**src/rtl/add_seq_nibble.sv**
```systemverilog
// -----------------------------------------------------------------------------
// add_seq_nibble
//   Adds or subtracts two W-bit operands (W = 4*NIBBLES) using one shared
//   4-bit adder, one nibble per clock, least-significant nibble first.
//   The inter-nibble carry lives in a 1-bit register. The result is reported
//   with a one-cycle done pulse.
//
//   Ports
//     clk    in   system clock, rising edge
//     rst_n  in   asynchronous active-low reset
//     start  in   request; accepted only when idle or in the done cycle
//     sub    in   0 = a+b, 1 = a-b (sampled with start)
//     a, b   in   W-bit operands (sampled with start)
//     busy   out  high while nibbles are being processed
//     done   out  one-cycle pulse; sum/cout/ovf valid from this cycle
//     sum    out  result modulo 2^W
//     cout   out  carry out of MSB (subtract: 1 = no borrow)
//     ovf    out  two's-complement signed overflow
// -----------------------------------------------------------------------------

module ADD_4bit (
   input  logic [3:0] a,
   input  logic [3:0] b,
   input  logic       cin,
   output logic [3:0] s,
   output logic       cout
);
   assign {cout, s} = {1'b0, a} + {1'b0, b} + {4'b0000, cin};
endmodule

module add_seq_nibble #(
   parameter int NIBBLES = 4
) (
   input  logic                 clk,
   input  logic                 rst_n,
   input  logic                 start,
   input  logic                 sub,
   input  logic [4*NIBBLES-1:0] a,
   input  logic [4*NIBBLES-1:0] b,
   output logic                 busy,
   output logic                 done,
   output logic [4*NIBBLES-1:0] sum,
   output logic                 cout,
   output logic                 ovf
);

   localparam int W     = 4 * NIBBLES;
   localparam int IDX_W = $clog2(NIBBLES);
   localparam logic [IDX_W-1:0] LAST_IDX = IDX_W'(NIBBLES - 1);

   localparam logic [1:0] ST_IDLE = 2'd0;
   localparam logic [1:0] ST_RUN  = 2'd1;
   localparam logic [1:0] ST_DONE = 2'd2;

   logic [1:0]       state;
   logic [IDX_W-1:0] idx;
   logic             carry;
   logic [W-1:0]     a_q;
   logic [W-1:0]     beff_q;
   logic [W-1:0]     work_q;
   logic [W-1:0]     work_nxt;
   logic [3:0]       nib_a;
   logic [3:0]       nib_b;
   logic [3:0]       add_s;
   logic             add_c;
   logic             accept;

   // Signed overflow: operands agree in sign but the result does not.
   function automatic logic signed_ovf(input logic a_msb, input logic b_msb,
                                       input logic s_msb);
      return (a_msb == b_msb) && (s_msb != a_msb);
   endfunction

   // A new request is taken in IDLE and also in the DONE cycle, so
   // back-to-back requests need no bubble.
   assign accept = start && ((state == ST_IDLE) || (state == ST_DONE));

   assign nib_a = a_q[{idx, 2'b00} +: 4];
   assign nib_b = beff_q[{idx, 2'b00} +: 4];

   ADD_4bit u_add (
      .a    (nib_a),
      .b    (nib_b),
      .cin  (carry),
      .s    (add_s),
      .cout (add_c)
   );

   // Working result with the current nibble merged in; on the last nibble
   // this is the complete result that is loaded into sum.
   always_comb begin
      work_nxt = work_q;
      work_nxt[{idx, 2'b00} +: 4] = add_s;
   end

   // Operand / working-result datapath: no reset needed, contents are only
   // consumed after a request has been accepted.
   always_ff @(posedge clk) begin
      if (accept) begin
         a_q    <= a;
         beff_q <= b ^ {W{sub}};
      end
      if (state == ST_RUN) begin
         work_q <= work_nxt;
      end
   end

   // Control and registered outputs.
   always_ff @(posedge clk or negedge rst_n) begin
      if (!rst_n) begin
         state <= ST_IDLE;
         idx   <= '0;
         carry <= 1'b0;
         busy  <= 1'b0;
         done  <= 1'b0;
         sum   <= '0;
         cout  <= 1'b0;
         ovf   <= 1'b0;
      end else begin
         done <= 1'b0;
         case (state)
            ST_IDLE, ST_DONE: begin
               if (start) begin
                  state <= ST_RUN;
                  busy  <= 1'b1;
                  idx   <= '0;
                  carry <= sub;   // +1 of the two's-complement negate
               end else begin
                  state <= ST_IDLE;
               end
            end
            ST_RUN: begin
               carry <= add_c;
               if (idx == LAST_IDX) begin
                  // Result is loaded on entry to DONE so it is valid
                  // together with the done pulse.
                  state <= ST_DONE;
                  busy  <= 1'b0;
                  done  <= 1'b1;
                  sum   <= work_nxt;
                  cout  <= add_c;
                  ovf   <= signed_ovf(a_q[W-1], beff_q[W-1], add_s[3]);
               end else begin
                  idx <= idx + 1'b1;
               end
            end
            default: begin
               state <= ST_IDLE;
               busy  <= 1'b0;
            end
         endcase
      end
   end

endmodule

```
**config.mk**
```make
export PLATFORM = sky130hd
export DESIGN_NAME = add_seq_nibble
export DESIGN_NICKNAME = d
export VERILOG_FILES = /design/src/rtl/add_seq_nibble.sv
export SDC_FILE = /design/constraint.sdc
export NUM_CORES = 1
export LEC_CHECK = 0
export ABC_AREA = 1
export BUFFER_PORTS_ARGS = -buffer_cell sky130_fd_sc_hd__buf_2
export CAP_MARGIN = 5
export CORE_MARGIN = 10
export CORE_UTILIZATION = 50
export DETAILED_ROUTE_END_ITERATION = 8
export GPL_ROUTABILITY_DRIVEN = 0
export GPL_TIMING_DRIVEN = 0
export HOLD_SLACK_MARGIN = 0.15
export MAX_ROUTING_LAYER = met4
export PLACE_DENSITY = 0.76
export SETUP_SLACK_MARGIN = 0.1
export SLEW_MARGIN = 0
export SYNTH_ARGS = -nofsm -noshare
export SYNTH_HDL_FRONTEND = slang
export SYNTH_SLANG_ARGS = --single-unit
```
**constraint.sdc**
```tcl
create_clock -name clk -period 2.7 [get_ports clk]
set_input_delay 0.135 -clock clk [delete_from_list [all_inputs] [get_ports clk]]
set_output_delay 0.135 -clock clk [all_outputs]
set_load 0.02 [all_outputs]
```
* Yosys cells after proc, flatten, opt, wreduce, memory -nomap -nowiden
Index checks and enable logic that the tools add are counted.
Storage, ports and cells: flip-flop bits (word level) 73, output and inout bits 20, logic and storage cells 52, input bits 36
Operators by class: reduce and logical (&&, ||, !) cells 10, mux-type cells 14, eq/ne operators 8, bitwise operators 1, add/sub/neg operators 4, shift operators 4
Operators with widths (number):
- variable part select 16 x 5 -> 4 bit | 2
- bitwise mux 16 bit | 1
- variable shift 4 x 6 -> 16 bit (first input constant) | 1
- variable part select 4 x 6 -> 16 bit | 1
- XOR 16 bit | 1
- one-hot mux 2 bit (2 select lines) | 2
- 2-to-1 mux 1 bit | 6
- 2-to-1 mux 2 bit | 3
- negation 4 -> 6 bit | 1
- AND reduction 2 bit | 3
- adder 4 x 4 -> 5 bit | 1
- adder 5 x 1 -> 5 bit | 1
- == test 2 bit (second input constant) | 2
- != test 2 bit (second input constant) | 2
- one-hot mux 1 bit (2 select lines) | 2
- AND reduction 3 bit | 1
- adder 2 x 1 -> 2 bit (second input constant) | 1
- == test 2 x 1 -> 1 bit (second input constant) | 1
- logical AND 1 bit | 2
- logical NOT 2 bit | 1
- != test 2 x 1 -> 1 bit (second input constant) | 1
- nonzero test 2 bit | 1
- OR reduction 2 bit | 1
- == test 1 bit | 1
- other kinds (2) | 2

* Depth between registers and ports, before layout
Gate-level depths: netlist of the first run.
depth after elaboration 5, mapped depth 14, gate-level depth less buffers 12

* By module
From an unflattened synthesis of the first run, not the netlist that was laid out.
Second synthesis, totals: cells, all modules 327, area, all modules 3364.5 um^2
By module, submodules not included:
- add_seq_nibble | instances 1, seq. area each 2067.0 um^2, cells each 302, area an instance 3199.3 um^2
- ADD_4bit | instances 1, seq. area each 0.0 um^2, cells each 25, area an instance 165.2 um^2

* Worst setup path after synthesis of the first run
OpenSTA, ideal clock, no wires.
path kind reg-to-reg, from register idx[0], to register sum[13], required time 2.635 ns, period minus slack after synthesis 2.431 ns, arrival time 2.366 ns, buffers on the path 2, setup time 0.065 ns, setup slack 0.269 ns, cell stages (with the launch flop) 14, cell sequence dfrtp_1 inv_2 buf_2 buf_2 nor2_1 o22ai_1 fa_1 inv_1 fa_1 nor2_1 nand2_1 o21ai_0 nand2_1 nand2_1
On the way: longest elaborated chain between the ends 5, elaborated cells on any way between the ends 10, those cells by class 3 x add/sub; 1 x eq/ne; 4 x shift; 1 x mux; 1 x reduce/logical
Ends and longest elaborated chain:
- from (decl) | RTL line 56 | logic [IDX_W-1:0] idx;
- from (signal assigned) | RTL line 144 | idx <= idx + 1'b1;
- variable part select 16 x 5 -> 4 bit (on tied branches) | RTL line 78, 79
- adder 4 x 4 -> 5 bit | RTL line 28 | assign {cout, s} = {1'b0, a} + {1'b0, b} + {4'b0000, cin};
- adder 5 x 1 -> 5 bit | RTL line 28
- variable part select 4 x 6 -> 16 bit | RTL line 93 | work_nxt[{idx, 2'b00} +: 4] = add_s;
- bitwise mux 16 bit (*) | RTL line 93
- net work_nxt[13] | RTL line 61 | logic [W-1:0] work_nxt;
- to (signal assigned) | RTL line 140 | sum <= work_nxt;
- to (decl) | RTL line 42 | output logic [4*NIBBLES-1:0] sum,
The timed path passes the listed nets; every way through them passes the cells marked *. A chain may end at the register's enable or synchronous reset.

* Final worst setup path of the first run
from register idx[0], to register sum[6]
Same word-level chain as after synthesis.

==> results of run 1 <==
worst min path at each step:
stage,start,endpoint,depth (start not counted)
floorplan,rst_n,busy,0
global placement,rst_n,sum[9],1
detailed placement,rst_n,sum[9],1
CTS,rst_n,sum[9],2
global route,rst_n,ovf,2
finish,rst_n,ovf,2
logic make-up (layout without fill, tap and decap cells):
kind of cell,after synthesis,count (layout),synth area share
buffers and inverters,30,138,0.0452
flip-flops,73,73,0.628
AND/OR/NAND/NOR,126,126,0.163
adder cells (fa/ha/maj),11,11,0.0464
AO/OA/AOI/OAI,43,43,0.0745
XOR/XNOR,16,16,0.0426
metal layers:
metal  part of all wire  vias to the layer above
met1               0.43                     1135
li1                   -                     1217
met3              0.055                       16
met2               0.50                       82
met4              0.020                        0
met5                  0                        -
flip-flops by register name, summed over array words and instances, names as in the netlist:
name	flops
a_q	16
beff_q	16
busy	1
carry	1
cout	1
done	1
idx	2
ovf	1
state	2
sum	16
work_q	16
Yosys cell counts:
| master | number | share of area |
|---|---|---|
| o21ai_1 | 3 | 0.0046 |
| nand2_1 | 91 | 0.10 |
| or2_2 | 1 | 0.0019 |
| nor2_1 | 17 | 0.019 |
| nand2_2 | 1 | 0.0019 |
| inv_2 | 4 | 0.0046 |
| nor2_8 | 1 | 0.0061 |
| edfxtp_1 | 48 | 0.44 |
| fa_1 | 2 | 0.012 |
| a32oi_1 | 2 | 0.0053 |
| nor2_4 | 2 | 0.0068 |
| o21ai_0 | 23 | 0.035 |
| buf_4 | 2 | 0.0046 |
| clkbuf_1 | 2 | 0.0023 |
| inv_4 | 1 | 0.0019 |
| buf_2 | 3 | 0.0046 |
| a31oi_1 | 1 | 0.0019 |
| a21oi_1 | 3 | 0.0046 |
| nand3_1 | 7 | 0.011 |
| o21bai_1 | 1 | 0.0023 |
| o21ai_2 | 1 | 0.0027 |
| ha_1 | 9 | 0.034 |
| o22ai_1 | 6 | 0.011 |
| nand4_1 | 5 | 0.0095 |
| o31ai_1 | 3 | 0.0068 |
| buf_6 | 3 | 0.010 |
| xor2_1 | 16 | 0.043 |
| inv_1 | 15 | 0.017 |
| dfrtp_1 | 25 | 0.19 |
| nand3_2 | 1 | 0.0030 |
timing repair:
item                       4_1_cts  5_1_grt
pin swaps                        0        7
resized for setup                9       25
hold endpoints to repair        59        0
hold buffers                    35        0
setup endpoints to repair       25       16
setup buffers                    3        1
final cells by class:
type | count | area (um^2)
Buffer | 9 | 90.1
Clock buffer | 9 | 124
Clock inverter | 7 | 71.3
Fill cell | 497 | 2080
Inverter | 20 | 77.6
Multi-Input combinational cell | 196 | 1130
Sequential cell | 73 | 2070
Tap cell | 77 | 96.3
Timing Repair Buffer | 93 | 651
stage by stage:
stage / total power, mW / TNS [ns] / cells
final: 5.10 / 0 / 484
after CTS: 4.98 / 0 / 484
after detailed placement: 4.05 / -3.42 / 430
after global routing: 5.50 / 0 / 484
after global placement: 3.97 / -1.95 / 430
after floorplan: 3.41 / 0 / 299
report_power, final:
group          switching [mW]  internal, mW  leakage [nW]
sequential              0.148          1.70         0.769
clock                   0.409         0.424        0.0912
combinational            1.57         0.853          1.08
==> metrics, run 1 <==
Pre-antenna DRT Iters 4; Levels on crit path 14; unique cell type count in the Yosys netlist 30; gr busiest metal met2; CP Capture Type flop; Clock Latency Late Sink 0.34 ns; final core utilization 0.675; reg2reg start idx[0]; met2 usage 0.254; vias in the first global route roughly 2600; CP max FO 12; Yosys warnings 0; placed cell area ~0.0037 mm^2; GRT Util Overall 0.155; total core area 0.00639 mm^2; Root Driver clkbuf_8; Clock Skews 0.00888 ns; PortBufs 54; Num CTS Buffers 9; status finished clean; Die W 101 um; synthesized cell area 0.00329 mm^2; Net count, final around 450; CP required 2.98 ns; sequential fraction of the synthesis area 0.628; WHS between 0.3 and 0.4 ns; Initial Utilization 0.515; area delta synth->final 31.0%; initial antenna violation count 0; Detailed Place HPWL 4.93 mm; Rel. slew slack 0.216; Hold Path Class primary input to async pin; I/O pin count 56; crit path buf inv count 5; unrepaired setup endpoints after global routing no; setup slack, reg-to-reg 0.27 ns; CP cell instances inv_2 > buf_6 > buf_12 > nor2_2 > o22ai_2 > fa_2 > inv_2 > fa_2 > inv_1 > or2_2 > nand4_1 > o21ai_1 > nand2_1 > nand2_1; critical path launch point type flop; most common cell after layout, fill and taps aside nand2_1; final setup fails 0; drt wl/cell about 15 um; synthesized area per cell between 10 and 15 um^2; GRT overflow 0; Tcrit/Tclk final 0.901; clk sinks 73; Antenna Nets Post-Route 0; M3 GR Usage 0.0405; pwr/cell area 1180 mW/mm^2; Setup crit end sum[6]; synthesized flop and latch total 73; Final Hold Vio Count 0; largest net degree at the start of global routing 34; worst setup path class flop to flop; first-pass GRT wire length 12.3 mm; number of inserted diodes 0; end of the worst register-to-register path sum[6]; violation count after the first detailed-route iteration 95; fin. max-slew vios 0; CP startpoint idx[0]; max-cap check violation count 0; most frequent cells in the layout nand2_1, buf_2, edfxtp_1; R2R cell count 14; maximum vdd drop 0.792 mV; DRC 0; CTS tree yes; Clock Tree Buf Depth 2; Post-Syn Nets 346; finished layout cell area 0.00431 mm^2; via/cell ratio roughly 5; crit-path leading delay family adder cells; site row count 29; die area roughly 0.01 mm^2; Worst-Margin Slew 1.18 ns; via count 2450; GR Layer Usage met1 0.175; slowest CP cell dfrtp_2; worst endpoint data arrival time approximately 2.7 ns; routed wire length 7.33 mm; Worst Setup Slack post-DPL -0.295 ns; H-tree levels 3; share of layout cells above drive strength 1 0.278; Max Clk Rate a little over 400 MHz; PnR worst setup slack 0.268 ns; Final Critical Period 2.43 ns; Leakage Power 1.94 nW; Post-Synthesis Cells 299; clock slew at reported path FFs 0.08 ns; Die Y 101 um; critical path's largest stage delay 0.44 ns
(Power assumes the default switching activity.)
==> run 2: changes to the inputs <==
--- a/config.mk
+++ b/config.mk
@@ -15,7 +15,7 @@
 export GPL_TIMING_DRIVEN = 0
 export HOLD_SLACK_MARGIN = 0.15
 export MAX_ROUTING_LAYER = met4
-export PLACE_DENSITY = 0.76
+export PLACE_DENSITY_LB_ADDON = 0.15
 export SETUP_SLACK_MARGIN = 0.1
 export SLEW_MARGIN = 0
 export SYNTH_ARGS = -nofsm -noshare
==> run 2 against run 1 <==
Non-clock buffer count rose by 3; worst hold slack worse by 0.12 ns; core utilization fell by 0.33 points; critical endpoint is now sum[13]; largest power group unchanged.
==> metrics, run 2 (same netlist as run 1, synthesis figures left out) <==
max-cap check violation count 0; clk sinks 73; maximum vdd drop 0.601 mV; CP max FO 10; worst endpoint data arrival time 2.75 ns; initial antenna violation count 0; dpl cells 430; PortBufs 54; DRC 0; total core area between 0.006 and 0.007 mm^2; Detailed Place HPWL 4.85 mm; pwr/cell area 1160 mW/mm^2; unrepaired setup endpoints after global routing no; Max Clk Rate between 400 and 500 MHz; finished layout cell area 0.00429 mm^2; Clock Tree Buf Depth 2; non-filler cells in the finished layout 487; Worst Setup Slack post-DPL -0.309 ns; vias in the first global route 2530; Clock Latency Late Sink 0.34 ns; Final Hold Vio Count 0; Die Y 101 um; Hold Path Class primary input to flop; overall power 4.98 mW; FILL cells 497; met2 wire length approximately 3.6 mm; largest net degree at the start of global routing 34; Net count, final between 400 and 500; Tcrit/Tclk final 0.913; Rel. slew slack 0.212; fin. max-slew vios 0; Highest Signal Layer met4; CP Capture Type flop; most common cell after layout, fill and taps aside nand2_1; GRT Util Overall 0.151; clock slew at reported path FFs roughly 0.070 ns; Antenna Nets Post-Route 0; final setup fails 0; Worst Hold Depth 3; H-tree levels 3; Root Driver clkbuf_8; CP required 2.98 ns; CP cell instances inv_2 > buf_6 > buf_8 > nor2_2 > o22ai_2 > fa_2 > inv_2 > fa_2 > nor2_1 > nand2_1 > o21ai_2 > nand2_1 > nand2_1; slowest CP cell fa_2; most frequent cells in the layout nand2_1, buf_2, edfxtp_1; number of inserted diodes 0; share of layout cells above drive strength 1 0.273; Worst-Margin Slew roughly 1.2 ns; via count 2423; placed cell area 0.00366 mm^2; Final Critical Period 2.47 ns; total negative slack 0 ns; routed wire length roughly 7.3 mm; CP dominant cell by count nand2_1; GRT overflow 0; PnR worst setup slack approximately 0.23 ns; via/cell ratio 4.98; DR WL met3 around 400 um; I/O pin count 56; first-pass GRT wire length 12.0 mm; DRT met1 WL 3.18 mm; area delta synth->final 30.3%; Clock Skews 0.00589 ns; drt wl/cell 14.9 um; status finished clean; site row count 29; Num CTS Buffers 9; violation count after the first detailed-route iteration 85; critical path's largest stage delay between 0.4 and 0.5 ns; die area about 0.01 mm^2; Pre-antenna DRT Iters 4; Die W between 100 and 150 um; worst setup path class flop to flop; Initial Utilization 0.515; critical path launch point type flop; R2R cell count 13; CTS tree yes; Leakage Power 1.94 nW
-- run 2: critical path: cells and delay by family (launching register included) --
kind                       cells  cell delay, ns
adders and majority gates      2            0.88
and+or+nand+nor                5            0.44
DFF                            1            0.42
buffers and inverters          4            0.42
AOI/OAI and AO/OA              2            0.24
-- run 2: cell type report --
class                           instances  area [um^2]  share of cell area
Clock buffer                           11          131              0.0306
Buffer                                 10         96.3              0.0225
Timing Repair Buffer                   95          663               0.155
Sequential cell                        73         2070               0.482
Tap cell                               77         96.3              0.0225
Multi-Input combinational cell        196         1130               0.264
Clock inverter                          5         22.5             0.00525
Inverter                               20         77.6              0.0181
-- run 2: report_power, final --
group          leakage, nW  switching (mW)  internal (mW)  total (mW)
clock               0.0819           0.379          0.323       0.702
combinational         1.09            1.55          0.871        2.42
sequential           0.769           0.152           1.70        1.85
total                 1.94            2.08           2.89        4.98
-- run 2: what timing repair did --
item,4_1_cts,5_1_grt
hold buffers,34,0
cloned,0,0
setup endpoints to repair,27,18
hold endpoints to repair,58,0
pin swaps,0,8
setup buffers,2,5
resized for setup,12,24
-- run 2: metal layers --
metal	up-vias	track usage
li1	1220	-
met1	1129	0.178
met2	63	0.242
met3	11	0.0398
met4	0	0.0579
met5	-	-
-- run 2: final timing paths --
kind,start,end,slack (ns)
min reg2reg,sum[0],sum[0],0.46
min in group asynchronous,rst_n,cout,0.32
max reg2reg,idx[0],sum[13],0.23
max in group asynchronous,rst_n,idx[0],1.98
max,idx[0],sum[13],0.23
min,sub,carry,0.19
-- run 2: metrics by stage --
stage / utilization / hold slack [ns]
floorplan: - / -0.161
global placement: 0.573 / 0.153
detailed placement: 0.573 / 0.166
CTS: 0.657 / 0.171
global route: 0.672 / 0.192
finish: 0.672 / 0.188
==> run 3: changes to the inputs <==
--- a/config.mk
+++ b/config.mk
@@ -8,6 +8,7 @@
 export ABC_AREA = 1
 export BUFFER_PORTS_ARGS = -buffer_cell sky130_fd_sc_hd__buf_2
 export CAP_MARGIN = 5
+export CORE_ASPECT_RATIO = 2
 export CORE_MARGIN = 10
 export CORE_UTILIZATION = 50
 export DETAILED_ROUTE_END_ITERATION = 8
==> run 3 against run 2 <==
Sequential share of layout area decreased by 1.6 points; sequential power about the same; routed wire length increased by 3.9%.
==> metrics, run 3 (same netlist as run 1, synthesis figures left out) <==
most common cell after layout, fill and taps aside nand2_1; clk sinks 73; max-cap check violation count 0; Clock Tree Buf Depth 2; Clock Skews approximately 0.0056 ns; non-filler cells in the finished layout between 400 and 500; reg2reg start idx[0]; worst setup path class flop to flop; CP required ~3.0 ns; Antenna Nets Post-Route 0; Cell Int Power around 3.3 mW; drt wl/cell 15.3 um; Max Clk Rate 403 MHz; DRC 0; finished layout cell area between 0.004 and 0.005 mm^2; total core area between 0.006 and 0.007 mm^2; GRT Util Overall 0.156; Hold Path Class primary input to flop; site row count 41; Die W 77.4 um; I/O pin count 56; critical path launch point type flop; Final Critical Period roughly 2.5 ns; status finished clean; worst endpoint data arrival time around 2.8 ns; combinational share of power 0.447; die area between 0.01 and 0.015 mm^2; largest net degree at the start of global routing 34; critical path's largest stage delay 0.48 ns; maximum vdd drop 0.660 mV; Detailed Place HPWL 5.20 mm; Net Sw Frac 0.392; first-pass GRT wire length 12.4 mm; Die Y 135 um; Hold Path Origin sub; Net Sw Power 2.15 mW; Clock Latency Late Sink 0.34 ns; CP cell instances inv_2 > buf_8 > buf_12 > nor2_4 > o22ai_4 > fa_2 > inv_2 > fa_2 > nor2_2 > nand2_2 > o21ai_2 > nand2_1 > nand2_1; dpl cells between 400 and 500; Rel. slew slack 0.213; clock power share 0.215; Tcrit/Tclk final 0.919; slowest CP cell fa_2; Sequential Power Share 0.338; PortBufs 54; Leakage Power 1.99 nW; clock slew at reported path FFs around 0.05 ns; via/cell ratio 4.91; CP max FO 12; Num CTS Buffers 9; most frequent cells in the layout nand2_1, buf_2, edfxtp_1; vias in the first global route 2615; routed wire length between 7 and 8 mm; number of inserted diodes 0; share of layout cells above drive strength 1 0.268; H-tree levels 3; Pre-antenna DRT Iters 4; Root Driver clkbuf_16; unrepaired setup endpoints after global routing no; Final Hold Vio Count 0; CTS tree yes; area delta synth->final 34.9%; Worst-Margin Slew 1.18 ns; placed cell area 0.00367 mm^2; CP Capture Type flop; CP startpoint idx[0]; pwr/cell area between 1000 and 1500 mW/mm^2; via count 2421; setup slack, reg-to-reg 0.22 ns; final setup fails 0; Initial Utilization 0.517; fin. max-slew vios 0; Net count, final between 400 and 500; overall power 5.49 mW; GRT overflow 0; initial antenna violation count 0; violation count after the first detailed-route iteration about 170
run 3: cell count changes in the layout (fill, tap and decap cells not counted), sizes merged:
| cell | delta |
|---|---|
| clkinv | -3 |
| buf | -4 |
| bufinv | +1 |
| clkbuf | +3 |
run 3: metal layers:
metal	vias up	part of all wire	global-route usage
li1	1212	-	-
met1	1139	0.35	0.137
met2	59	0.59	0.294
met3	11	0.043	0.0465
met4	0	0.019	0.0704
met5	-	0	-
run 3: power by group through the flow:
stage	Clock, mW	Combinational, mW	Sequential, mW
3_3_place_gp	0	2.14	1.87
6_report	1.18	2.45	1.86
5_1_grt	1.25	2.73	1.90
2_1_floorplan	0	1.40	2.00
4_1_cts	1.19	2.31	1.86
3_5_place_dp	0	2.20	1.89
run 3: worst paths after layout:
kind / depth (start not counted) / to
max: 13 / sum[13]
min: 3 / carry
max reg2reg: 13 / sum[13]
min reg2reg: 2 / sum[12]
max in group asynchronous: 2 / idx[1]
min in group asynchronous: 2 / sum[8]
run 3: cell type report:
type / count / area (um^2)
well taps: 86 / 108
repair buffers: 92 / 641
inverters: 20 / 77.6
clock buffers: 13 / 260
clock inverters: 3 / 38.8
multi-input cells: 196 / 1140
flip-flops and latches: 73 / 2070
fillers: 526 / 1920
plain buffers: 10 / 104
run 3: critical path: cells and delay by family, from the launching register on:
| family | cells | cell delay [ns] |
|---|---|---|
| flip-flops | 1 | 0.42 |
| adder cells (fa/ha/maj) | 2 | 0.90 |
| buffers and inverters | 4 | 0.42 |
| AO/OA/AOI/OAI | 2 | 0.22 |
| AND/OR/NAND/NOR | 5 | 0.47 |
run 3: metrics by stage:
| step | worst slack [ns] | util | hold WS, ns | TNS [ns] |
|---|---|---|---|---|
| CTS | 0.0770 | 0.683 | 0.185 | 0 |
| floorplan | 0.269 | - | -0.161 | 0 |
| global placement | -0.262 | 0.577 | 0.153 | -3.03 |
| finish | 0.219 | 0.698 | 0.198 | 0 |
| detailed placement | -0.305 | 0.577 | 0.163 | -3.75 |
| global route | 0.0953 | 0.698 | 0.229 | 0 |
run 3: timing repair:
item / 4_1_cts / 5_1_grt
pin swaps: 0 / 8
setup endpoints to repair: 20 / 17
hold buffers: 34 / 0
gates cloned: 0 / 0
resized for setup: 11 / 28
setup buffers: 2 / 2
hold endpoints to repair: 58 / 0
